--- config.mk ---
export PLATFORM = sky130hd
export DESIGN_NAME = bcd_mod_counter_flat
export DESIGN_NICKNAME = d
export VERILOG_FILES = /design/src/rtl/bcd_mod_counter_if.sv /design/src/rtl/bcd_mod_counter.sv /design/src/flat_wrapper.sv
export SDC_FILE = /design/constraint.sdc
export NUM_CORES = 1
export LEC_CHECK = 0
export ABC_AREA = 1
export CAP_MARGIN = 30
export CORE_AREA = 5 5 58 60
export DETAILED_ROUTE_END_ITERATION = 10
export DIE_AREA = 0 0 63 65
export PLACE_DENSITY = 0.89
export SLEW_MARGIN = 15
export SYNTH_ARGS = -nofsm -noshare
export SYNTH_HDL_FRONTEND = slang
export SYNTH_SLANG_ARGS = --single-unit
export TNS_END_PERCENT = 50
--- constraint.sdc ---
create_clock -name clk_i -period 2.5 [get_ports clk_i]
set_input_delay 0.375 -clock clk_i [delete_from_list [all_inputs] [get_ports clk_i]]
set_output_delay 0.375 -clock clk_i [all_outputs]
set_load 0.03 [all_outputs]
--- src/rtl/bcd_mod_counter_if.sv ---
// bcd_mod_counter_if: control, configuration and status bundle of the BCD modulo counter
interface bcd_mod_counter_if #(
    parameter int DIGITS = 2
);
    localparam int W = 4 * DIGITS;
    logic         en;
    logic         up_dn;
    logic         load;
    logic [W-1:0] load_val;
    logic [W-1:0] limit;
    logic [W-1:0] cnt;
    logic         wrap;
    logic         load_err;
    logic         cfg_err;
    modport master (
        output en, up_dn, load, load_val, limit,
        input  cnt, wrap, load_err, cfg_err
    );
    modport slave (
        input  en, up_dn, load, load_val, limit,
        output cnt, wrap, load_err, cfg_err
    );
endinterface

--- src/rtl/bcd_mod_counter.sv ---
// bcd_mod_counter: packed-BCD up/down counter over 0..limit with load and wrap/error flags
module bcd_mod_counter #(
    parameter int DIGITS = 2
) (
    input  logic              clk_i,
    input  logic              reset_ni,
    bcd_mod_counter_if.slave  bus
);
    localparam int W = 4 * DIGITS;

    logic [W-1:0] cnt_q, cnt_d;
    logic         wrap_q, wrap_d;
    logic         load_err_q, load_err_d;
    logic         cfg_err;
    logic         load_ok;

    function automatic logic is_bcd(input logic [W-1:0] v);
        logic ok;
        ok = 1'b1;
        for (int k = 0; k < DIGITS; k++) ok = ok & (v[4*k+:4] <= 4'd9);
        return ok;
    endfunction

    // Ripple carry across digits: a digit advances only while all lower digits were 9.
    function automatic logic [W-1:0] bcd_inc(input logic [W-1:0] v);
        logic         c;
        logic [W-1:0] r;
        c = 1'b1;
        r = v;
        for (int k = 0; k < DIGITS; k++) begin
            r[4*k+:4] = !c ? v[4*k+:4] : (v[4*k+:4] == 4'd9 ? 4'd0 : v[4*k+:4] + 4'd1);
            c = c & (v[4*k+:4] == 4'd9);
        end
        return r;
    endfunction

    // Ripple borrow across digits: a digit steps back only while all lower digits were 0.
    function automatic logic [W-1:0] bcd_dec(input logic [W-1:0] v);
        logic         b;
        logic [W-1:0] r;
        b = 1'b1;
        r = v;
        for (int k = 0; k < DIGITS; k++) begin
            r[4*k+:4] = !b ? v[4*k+:4] : (v[4*k+:4] == 4'd0 ? 4'd9 : v[4*k+:4] - 4'd1);
            b = b & (v[4*k+:4] == 4'd0);
        end
        return r;
    endfunction

    assign cfg_err  = !is_bcd(bus.limit);
    assign load_ok  = is_bcd(bus.load_val) && (bus.load_val <= bus.limit);

    // Next state: a bad limit freezes everything, then load beats count enable.
    always_comb begin
        cnt_d      = cnt_q;
        wrap_d     = 1'b0;
        load_err_d = 1'b0;
        if (!cfg_err) begin
            if (bus.load) begin
                cnt_d      = load_ok ? bus.load_val : cnt_q;
                load_err_d = !load_ok;
            end else if (bus.en) begin
                if (bus.up_dn) begin
                    wrap_d = cnt_q >= bus.limit;
                    cnt_d  = wrap_d ? '0 : bcd_inc(cnt_q);
                end else begin
                    wrap_d = cnt_q == '0;
                    cnt_d  = wrap_d ? bus.limit : bcd_dec(cnt_q);
                end
            end
        end
    end

    // State register with asynchronous clear.
    always_ff @(posedge clk_i or negedge reset_ni) begin
        if (!reset_ni) begin
            cnt_q      <= '0;
            wrap_q     <= 1'b0;
            load_err_q <= 1'b0;
        end else begin
            cnt_q      <= cnt_d;
            wrap_q     <= wrap_d;
            load_err_q <= load_err_d;
        end
    end

    assign bus.cnt      = cnt_q;
    assign bus.wrap     = wrap_q;
    assign bus.load_err = load_err_q;
    assign bus.cfg_err  = cfg_err;
endmodule

--- src/flat_wrapper.sv ---
// flat-port wrapper written by rule: the top's interface ports become plain ports
module bcd_mod_counter_flat 
#(
    parameter int DIGITS = 2
)
  (clk_i, reset_ni, bus_en, bus_up_dn, bus_load, bus_load_val, bus_limit, bus_cnt, bus_wrap, bus_load_err, bus_cfg_err);
  bcd_mod_counter_if #(.DIGITS(DIGITS)) bus_i ();
  input  logic clk_i;
  input  logic reset_ni;
  input wire logic [$bits(bus_i.en)-1:0] bus_en;
  input wire logic [$bits(bus_i.up_dn)-1:0] bus_up_dn;
  input wire logic [$bits(bus_i.load)-1:0] bus_load;
  input wire logic [$bits(bus_i.load_val)-1:0] bus_load_val;
  input wire logic [$bits(bus_i.limit)-1:0] bus_limit;
  output wire logic [$bits(bus_i.cnt)-1:0] bus_cnt;
  output wire logic [$bits(bus_i.wrap)-1:0] bus_wrap;
  output wire logic [$bits(bus_i.load_err)-1:0] bus_load_err;
  output wire logic [$bits(bus_i.cfg_err)-1:0] bus_cfg_err;
  assign bus_i.en = bus_en;
  assign bus_i.up_dn = bus_up_dn;
  assign bus_i.load = bus_load;
  assign bus_i.load_val = bus_load_val;
  assign bus_i.limit = bus_limit;
  assign bus_cnt = bus_i.cnt;
  assign bus_wrap = bus_i.wrap;
  assign bus_load_err = bus_i.load_err;
  assign bus_cfg_err = bus_i.cfg_err;
  bcd_mod_counter #(.DIGITS(DIGITS)) u_core (.clk_i(clk_i), .reset_ni(reset_ni), .bus(bus_i));
endmodule
# [Yosys cells after proc, flatten, opt, wreduce, memory -nomap -nowiden]
# Cells that the tools add are included.
[totals] regBits=10 latchBits=0 ram_bits=0 rom_bits=0 input_bits=21 wordCells=48 n_memories=0
[classes] addsub=4 multipliers=0 div_mod_pow=0 order_cmp=6 eq_ne=4 shift=0 n_mux=18 n_bitwise=2 n_reduce_logical=10
[op_table] cell="$mux W8" n=6
[op_table] cell="$mux W4" n=6
[op_table] cell="$le A4 B4 Y1 const B" n=4
[op_table] cell="$add A4 B1 Y4 const B" n=2
[op_table] cell="$eq A4 B4 Y1 const B" n=2
[op_table] cell="$ge A8 B8 Y1" n=1
[op_table] cell="$le A8 B8 Y1" n=1
[op_table] cell="$logic_not A4 Y1" n=2
[op_table] cell="$logic_not A8 Y1" n=1
[op_table] cell="$sub A4 B1 Y4 const B" n=2
[op_table] cell="$mux W1" n=6
[op_table] cell="$reduce_and A5 Y1" n=1
[op_table] cell="$ne A4 B1 Y1 const B" n=1
[op_table] cell="$reduce_bool A4 Y1" n=1
[op_table] cell="$reduce_and A3 Y1" n=1
[op_table] cell="$and A1 B1 Y1" n=2
[op_table] cell="$logic_not A1 Y1" n=2
[op_table] cell="$ne A2 B1 Y1 const B" n=1
[op_table] cell="$reduce_bool A2 Y1" n=1
[op_table] cell="$logic_and A1 B1 Y1" n=1

# [Logic depth before layout (Yosys ltp)]
[depth] word_depth=7 depth_mapped=16

# [Least setup slack after synthesis]
# No wires, ideal clock.
[synth_path] kind="register to register" start="register u_core.cnt_q[0], in the netlist u_core.bus.cnt[0]" end="register u_core.cnt_q[6], in the netlist u_core.bus.cnt[6]" setup_time_ns=0.118 arrival_ns=1.746 slack_ns=0.636 path_stages_with_launch=13 synth_period_minus_slack_ns=1.864 path_cell_list="dfrtp_1 > inv_1 > ha_1 > nand2_1 > nand3_1 > nand2_1 > nand2_1 > nand2_2 > nand3_4 > a21oi_2 > nor2_2 > nand2_1 > nand2_1"
[synth_via] elab_chain_len=5 word_cells_on_any_way=12 classes_between="order compare: 1; eq/ne: 2; mux: 5; reduce/logical: 4"
[synth_lines] item="from (decl)" line_no="bcd_mod_counter.sv:11" source="logic [W-1:0] cnt_q, cnt_d;"
[synth_lines] item="from (signal assigned)" line_no="bcd_mod_counter.sv:81" source="cnt_q <= cnt_d;"
[synth_lines] item="$ge A8 B8 Y1 or $logic_not A8 Y1 (tied branches)" line_no="bcd_mod_counter.sv:64, bcd_mod_counter.sv:67"
[synth_lines] item="$mux W8, on equally long branches" line_no="bcd_mod_counter.sv:65, bcd_mod_counter.sv:68"
[synth_lines] item="$mux W8" line_no="bcd_mod_counter.sv:63" source="if (bus.up_dn) begin"
[synth_lines] item="$mux W8" line_no="bcd_mod_counter.sv:62" source="end else if (bus.en) begin"
[synth_lines] item="$mux W8" line_no="bcd_mod_counter.sv:59" source="if (bus.load) begin"
# Several ways; a longest one is shown, not always the timed one. The select of a mux whose other input is x is not followed.
# A chain may end at the register's enable or synchronous reset.

# [Worst setup path after layout]
[layout_path] start="input port bus_limit[3]" end="output port bus_cfg_err"
[layout_via] elab_chain_len=3
[layout_lines] item="from (decl)" line_no="flat_wrapper.sv:14" source="input wire logic [$bits(bus_i.limit)-1:0] bus_limit;"
[layout_lines] item="$le A4 B4 Y1" line_no="bcd_mod_counter.sv:20" source="for (int k = 0; k < DIGITS; k++) ok = ok & (v[4*k+:4] <= 4'd9);"
[layout_lines] item="$and A1 B1 Y1" line_no="bcd_mod_counter.sv:20"
[layout_lines] item="$logic_not A1 Y1" line_no="bcd_mod_counter.sv:50" source="assign cfg_err = !is_bcd(bus.limit);"
[layout_lines] item="to (decl)" line_no="flat_wrapper.sv:18" source="output wire logic [$bits(bus_i.cfg_err)-1:0] bus_cfg_err;"
# Every way passes these cells.

==> metrics.json <==
{
  "power_density": {"value": 773, "unit": "mW/mm^2"},
  "max_freq": {"value": 443, "unit": "MHz"},
  "crit_path_max_fanout": {"value": 4},
  "first_pass_iters": {"value": 4},
  "ctsRootBufferMaster": {"value": "sky130_fd_sc_hd__clkbuf_4"},
  "sw_frac_of_total": {"value": 52.0, "unit": "%"},
  "areaGrowthSynthToFinish": {"value": 25.6, "unit": "%"},
  "multi_input_area": {"value": 0.00108, "unit": "sq mm"},
  "std_cell_rows": {"value": 20},
  "place.port_buffers": {"value": 31},
  "ys.flop_type": {"value": "sky130_fd_sc_hd__dfrtp_1"},
  "post-route-period-util": {"value": 90.3, "unit": "%"},
  "post_dp_cell_area": {"value": 0.00183, "unit": "sq mm"},
  "slew_headroom": {"value": 72.3, "unit": "%"},
  "outcome": {"value": "finished clean"},
  "final_cell_mix": {"value": "sky130_fd_sc_hd__nand2_1, sky130_fd_sc_hd__clkdlybuf4s50_1, sky130_fd_sc_hd__inv_1"},
  "tns": {"value": 0, "unit": "ns"},
  "yosys.area.top_type": {"value": "sky130_fd_sc_hd__ha_1"},
  "wire_per_inst": {"value": 12.3, "unit": "um"},
  "min-delay-path-class": {"value": "in -> async"},
  "finalNonFillerCells": {"value": 294},
  "antennaDiodeCount": {"value": 0},
  "die-area": {"value": 0.00410, "unit": "sq mm"},
  "detail_route.vias_per_cell": {"value": 5.09},
  "vias": {"value": 1495},
  "power.static_leakage": {"value": 0.971, "unit": "nW"},
  "dpl.cell_count": {"value": 290},
  "timing_worst_setup_path_type": {"value": "in -> out"},
  "fin_worst_hold_slack": {"value": 0.407, "unit": "ns"},
  "ctsHoldBuffers": {"value": 0},
  "drc": {"value": 0},
  "h-tree-depth": {"value": 1},
  "number_of_antenna_violations_at_the_first_check_in_global_routing": {"value": 0},
  "yosys.area.top_type_share": {"value": 18.5, "unit": "%"},
  "drtAntennaViolNets": {"value": 0},
  "finalMaxSlewViolations": {"value": 0},
  "postLayoutCellArea": {"value": 0.00187, "unit": "sq mm"},
  "synthesized_instance_count": {"value": 227},
  "ir_drop": {"value": 0.550, "unit": "mV"},
  "synth.yosys.warnings": {"value": 0},
  "grt_remaining_overflow": {"value": 0},
  "ys_ff_latch": {"value": 10},
  "timing.final.crit_period": {"value": 2.26, "unit": "ns"},
  "element_type_at_the_critical_path_end": {"value": "output pin"},
  "path_clk_slew": {"value": 0.06, "unit": "ns"},
  "combinationalPowerShare": {"value": 66.9, "unit": "%"},
  "routability_cong": {"value": 0.947},
  "finClkSkew": {"value": 0.000461, "unit": "ns"},
  "drt_wl_total": {"value": 3610, "unit": "um"},
  "syn-mean-instance-area": {"value": 6.54, "unit": "sq um"},
  "report.final.hold_viol_count": {"value": 0},
  "synth_enable_flop_cells": {"value": 0},
  "share_clk_of_total_power": {"value": 9.8, "unit": "%"},
  "synthArstFlopShare": {"value": 100, "unit": "%"},
  "cts_tree": {"value": "yes"},
  "clock_path_buffers": {"value": 2},
  "worstPathRequired": {"value": 2.12, "unit": "ns"},
  "power_share_of_the_sequential_group": {"value": 23.4, "unit": "%"},
  "drv_cap": {"value": 0},
  "io_pins": {"value": 32},
  "maximum_number_of_pins_on_one_net_before_global_route_repair": {"value": 12},
  "post_cts_resized": {"value": 0},
  "initial_core_util": {"value": 51.6, "unit": "%"},
  "grt_setup_unrepaired": {"value": "no"},
  "clkLatencyLatePin": {"value": 0.26, "unit": "ns"},
  "detailedPlacementHpwl": {"value": 3050, "unit": "um"},
  "finalSetupViolations": {"value": 0},
  "die_w": {"value": 63, "unit": "um"},
  "post_synth_instance_area": {"value": 0.00149, "unit": "sq mm"},
  "design.final.nets": {"value": 305},
  "share_of_synthesized_area_occupied_by_flip_flops_and_latches": {"value": 16.8, "unit": "%"},
  "report.power.total": {"value": 1.44, "unit": "mW"},
  "place_worst_setup_slack": {"value": 0.174, "unit": "ns"},
  "synth_cell_types": {"value": 31},
  "setup_ws": {"value": 0.243, "unit": "ns"},
  "first_iter_violations": {"value": 51},
  "grt_first_pass_wirelength": {"value": 6060, "unit": "um"},
  "layout.cells.most_common": {"value": "sky130_fd_sc_hd__nand2_1"},
  "total_global_routing_track_utilization": {"value": 17.9, "unit": "%"},
  "filler_cells": {"value": 275},
  "postSynthNetCount": {"value": 270},
  "post-route-util": {"value": 64.8, "unit": "%"},
  "switchingPower": {"value": 750, "unit": "uW"},
  "worst_ep_arrival_time": {"value": 1.88, "unit": "ns"},
  "total_internal_power": {"value": 692, "unit": "uW"},
  "critical_path.startpoint_type": {"value": "primary input"},
  "core": {"value": 0.00288, "unit": "sq mm"},
  "count_of_clock_tree_sinks": {"value": 10},
  "yosys-top-cells-area": {"value": "sky130_fd_sc_hd__ha_1, sky130_fd_sc_hd__dfrtp_1, sky130_fd_sc_hd__nand2_1"},
  "first_global_vias": {"value": 1401},
  "die_span_in_y": {"value": 65, "unit": "um"},
  "seqCellArea": {"value": 250, "unit": "sq um"},
  "cts.repair_timing.setup_buffer_count": {"value": 0},
  "final_layout_size_suffix_gt1_share": {"value": 12.6, "unit": "%"},
  "worst_slew_pin_slew": {"value": 0.415, "unit": "ns"},
  "cts-buffers-inserted": {"value": 3}
}
-- cells by family after synthesis --
group,count (synthesis),share of synthesized area (%)
xor gates and xnor gates,2,1.18
buffers and inverters,35,10.3
AOI/OAI and AO/OA,38,14.8
and+or+nand+nor,120,38.3
adders and majority gates,22,18.5
DFF,10,16.8
-- registers in the layout (all words and copies together) (netlist names) --
name and cells:
u_core.bus.cnt 8, u_core.bus.load_err 1, u_core.bus.wrap 1
-- cell type report --
class	instances	area share (%)
sequential	10	13.4
multi-input combinational	182	58.0
tap	33	2.21
clock buffer	4	1.95
inverter	33	7.38
timing repair buffer	32	17.0
-- power groups by stage --
| stage | combinational (mW) | sequential, mW | clock (mW) |
|---|---|---|---|
| after floorplan | 0.617 | 0.393 | 0 |
| after global placement | 0.949 | 0.339 | 0 |
| after detailed placement | 0.965 | 0.334 | 0 |
| after CTS | 0.966 | 0.336 | 0.148 |
| after global routing | 1.08 | 0.355 | 0.149 |
| final | 0.964 | 0.337 | 0.141 |
-- per-layer routing --
layer	part of all wire (%)	GRT usage [%]	up-vias
met2	48	30.8	25
met5	0	0	-
met3	2.7	0.693	0
li1	-	-	799
met4	0	4.77	0
met1	49	24.5	671
-- cell usage after synthesis, types with 2 or more instances --
cell type,instances
sky130_fd_sc_hd__nand2_1,62
sky130_fd_sc_hd__inv_1,26
sky130_fd_sc_hd__nor2_1,23
sky130_fd_sc_hd__ha_1,22
sky130_fd_sc_hd__a21oi_1,12
sky130_fd_sc_hd__nand3_1,12
sky130_fd_sc_hd__dfrtp_1,10
sky130_fd_sc_hd__o21ai_0,10
sky130_fd_sc_hd__o21ai_1,9
sky130_fd_sc_hd__inv_2,6
sky130_fd_sc_hd__nand2_2,6
sky130_fd_sc_hd__nand4_1,4
sky130_fd_sc_hd__nand3_2,3
sky130_fd_sc_hd__nor2_2,3
sky130_fd_sc_hd__a21oi_2,2
sky130_fd_sc_hd__nor2_4,2
-- critical path, cell delays in order --
cell and delay [ns]:
sky130_fd_sc_hd__clkdlybuf4s50_1 0.51, sky130_fd_sc_hd__o21ai_1 0.09, sky130_fd_sc_hd__nand2_1 0.19, sky130_fd_sc_hd__clkdlybuf4s50_1 0.71
-- worst paths after layout --
| check | start | end | slack, ns | cells after the start |
|---|---|---|---|---|
| min in group clk_i | u_core.bus.cnt[1] | u_core.bus.cnt[1] | 0.62 | 2 |
| worst min register to register | u_core.bus.cnt[1] | u_core.bus.cnt[1] | 0.62 | 2 |
| worst max-delay path | bus_limit[3] | bus_cfg_err | 0.24 | 4 |
| worst min-delay path | reset_ni | u_core.bus.cnt[3] | 0.41 | 1 |
| max in group asynchronous | reset_ni | u_core.bus.cnt[5] | 1.81 | 1 |
| worst max register to register | u_core.bus.cnt[0] | u_core.bus.cnt[4] | 0.59 | 12 |
No activity file was read; power rests on OpenSTA's default activity.
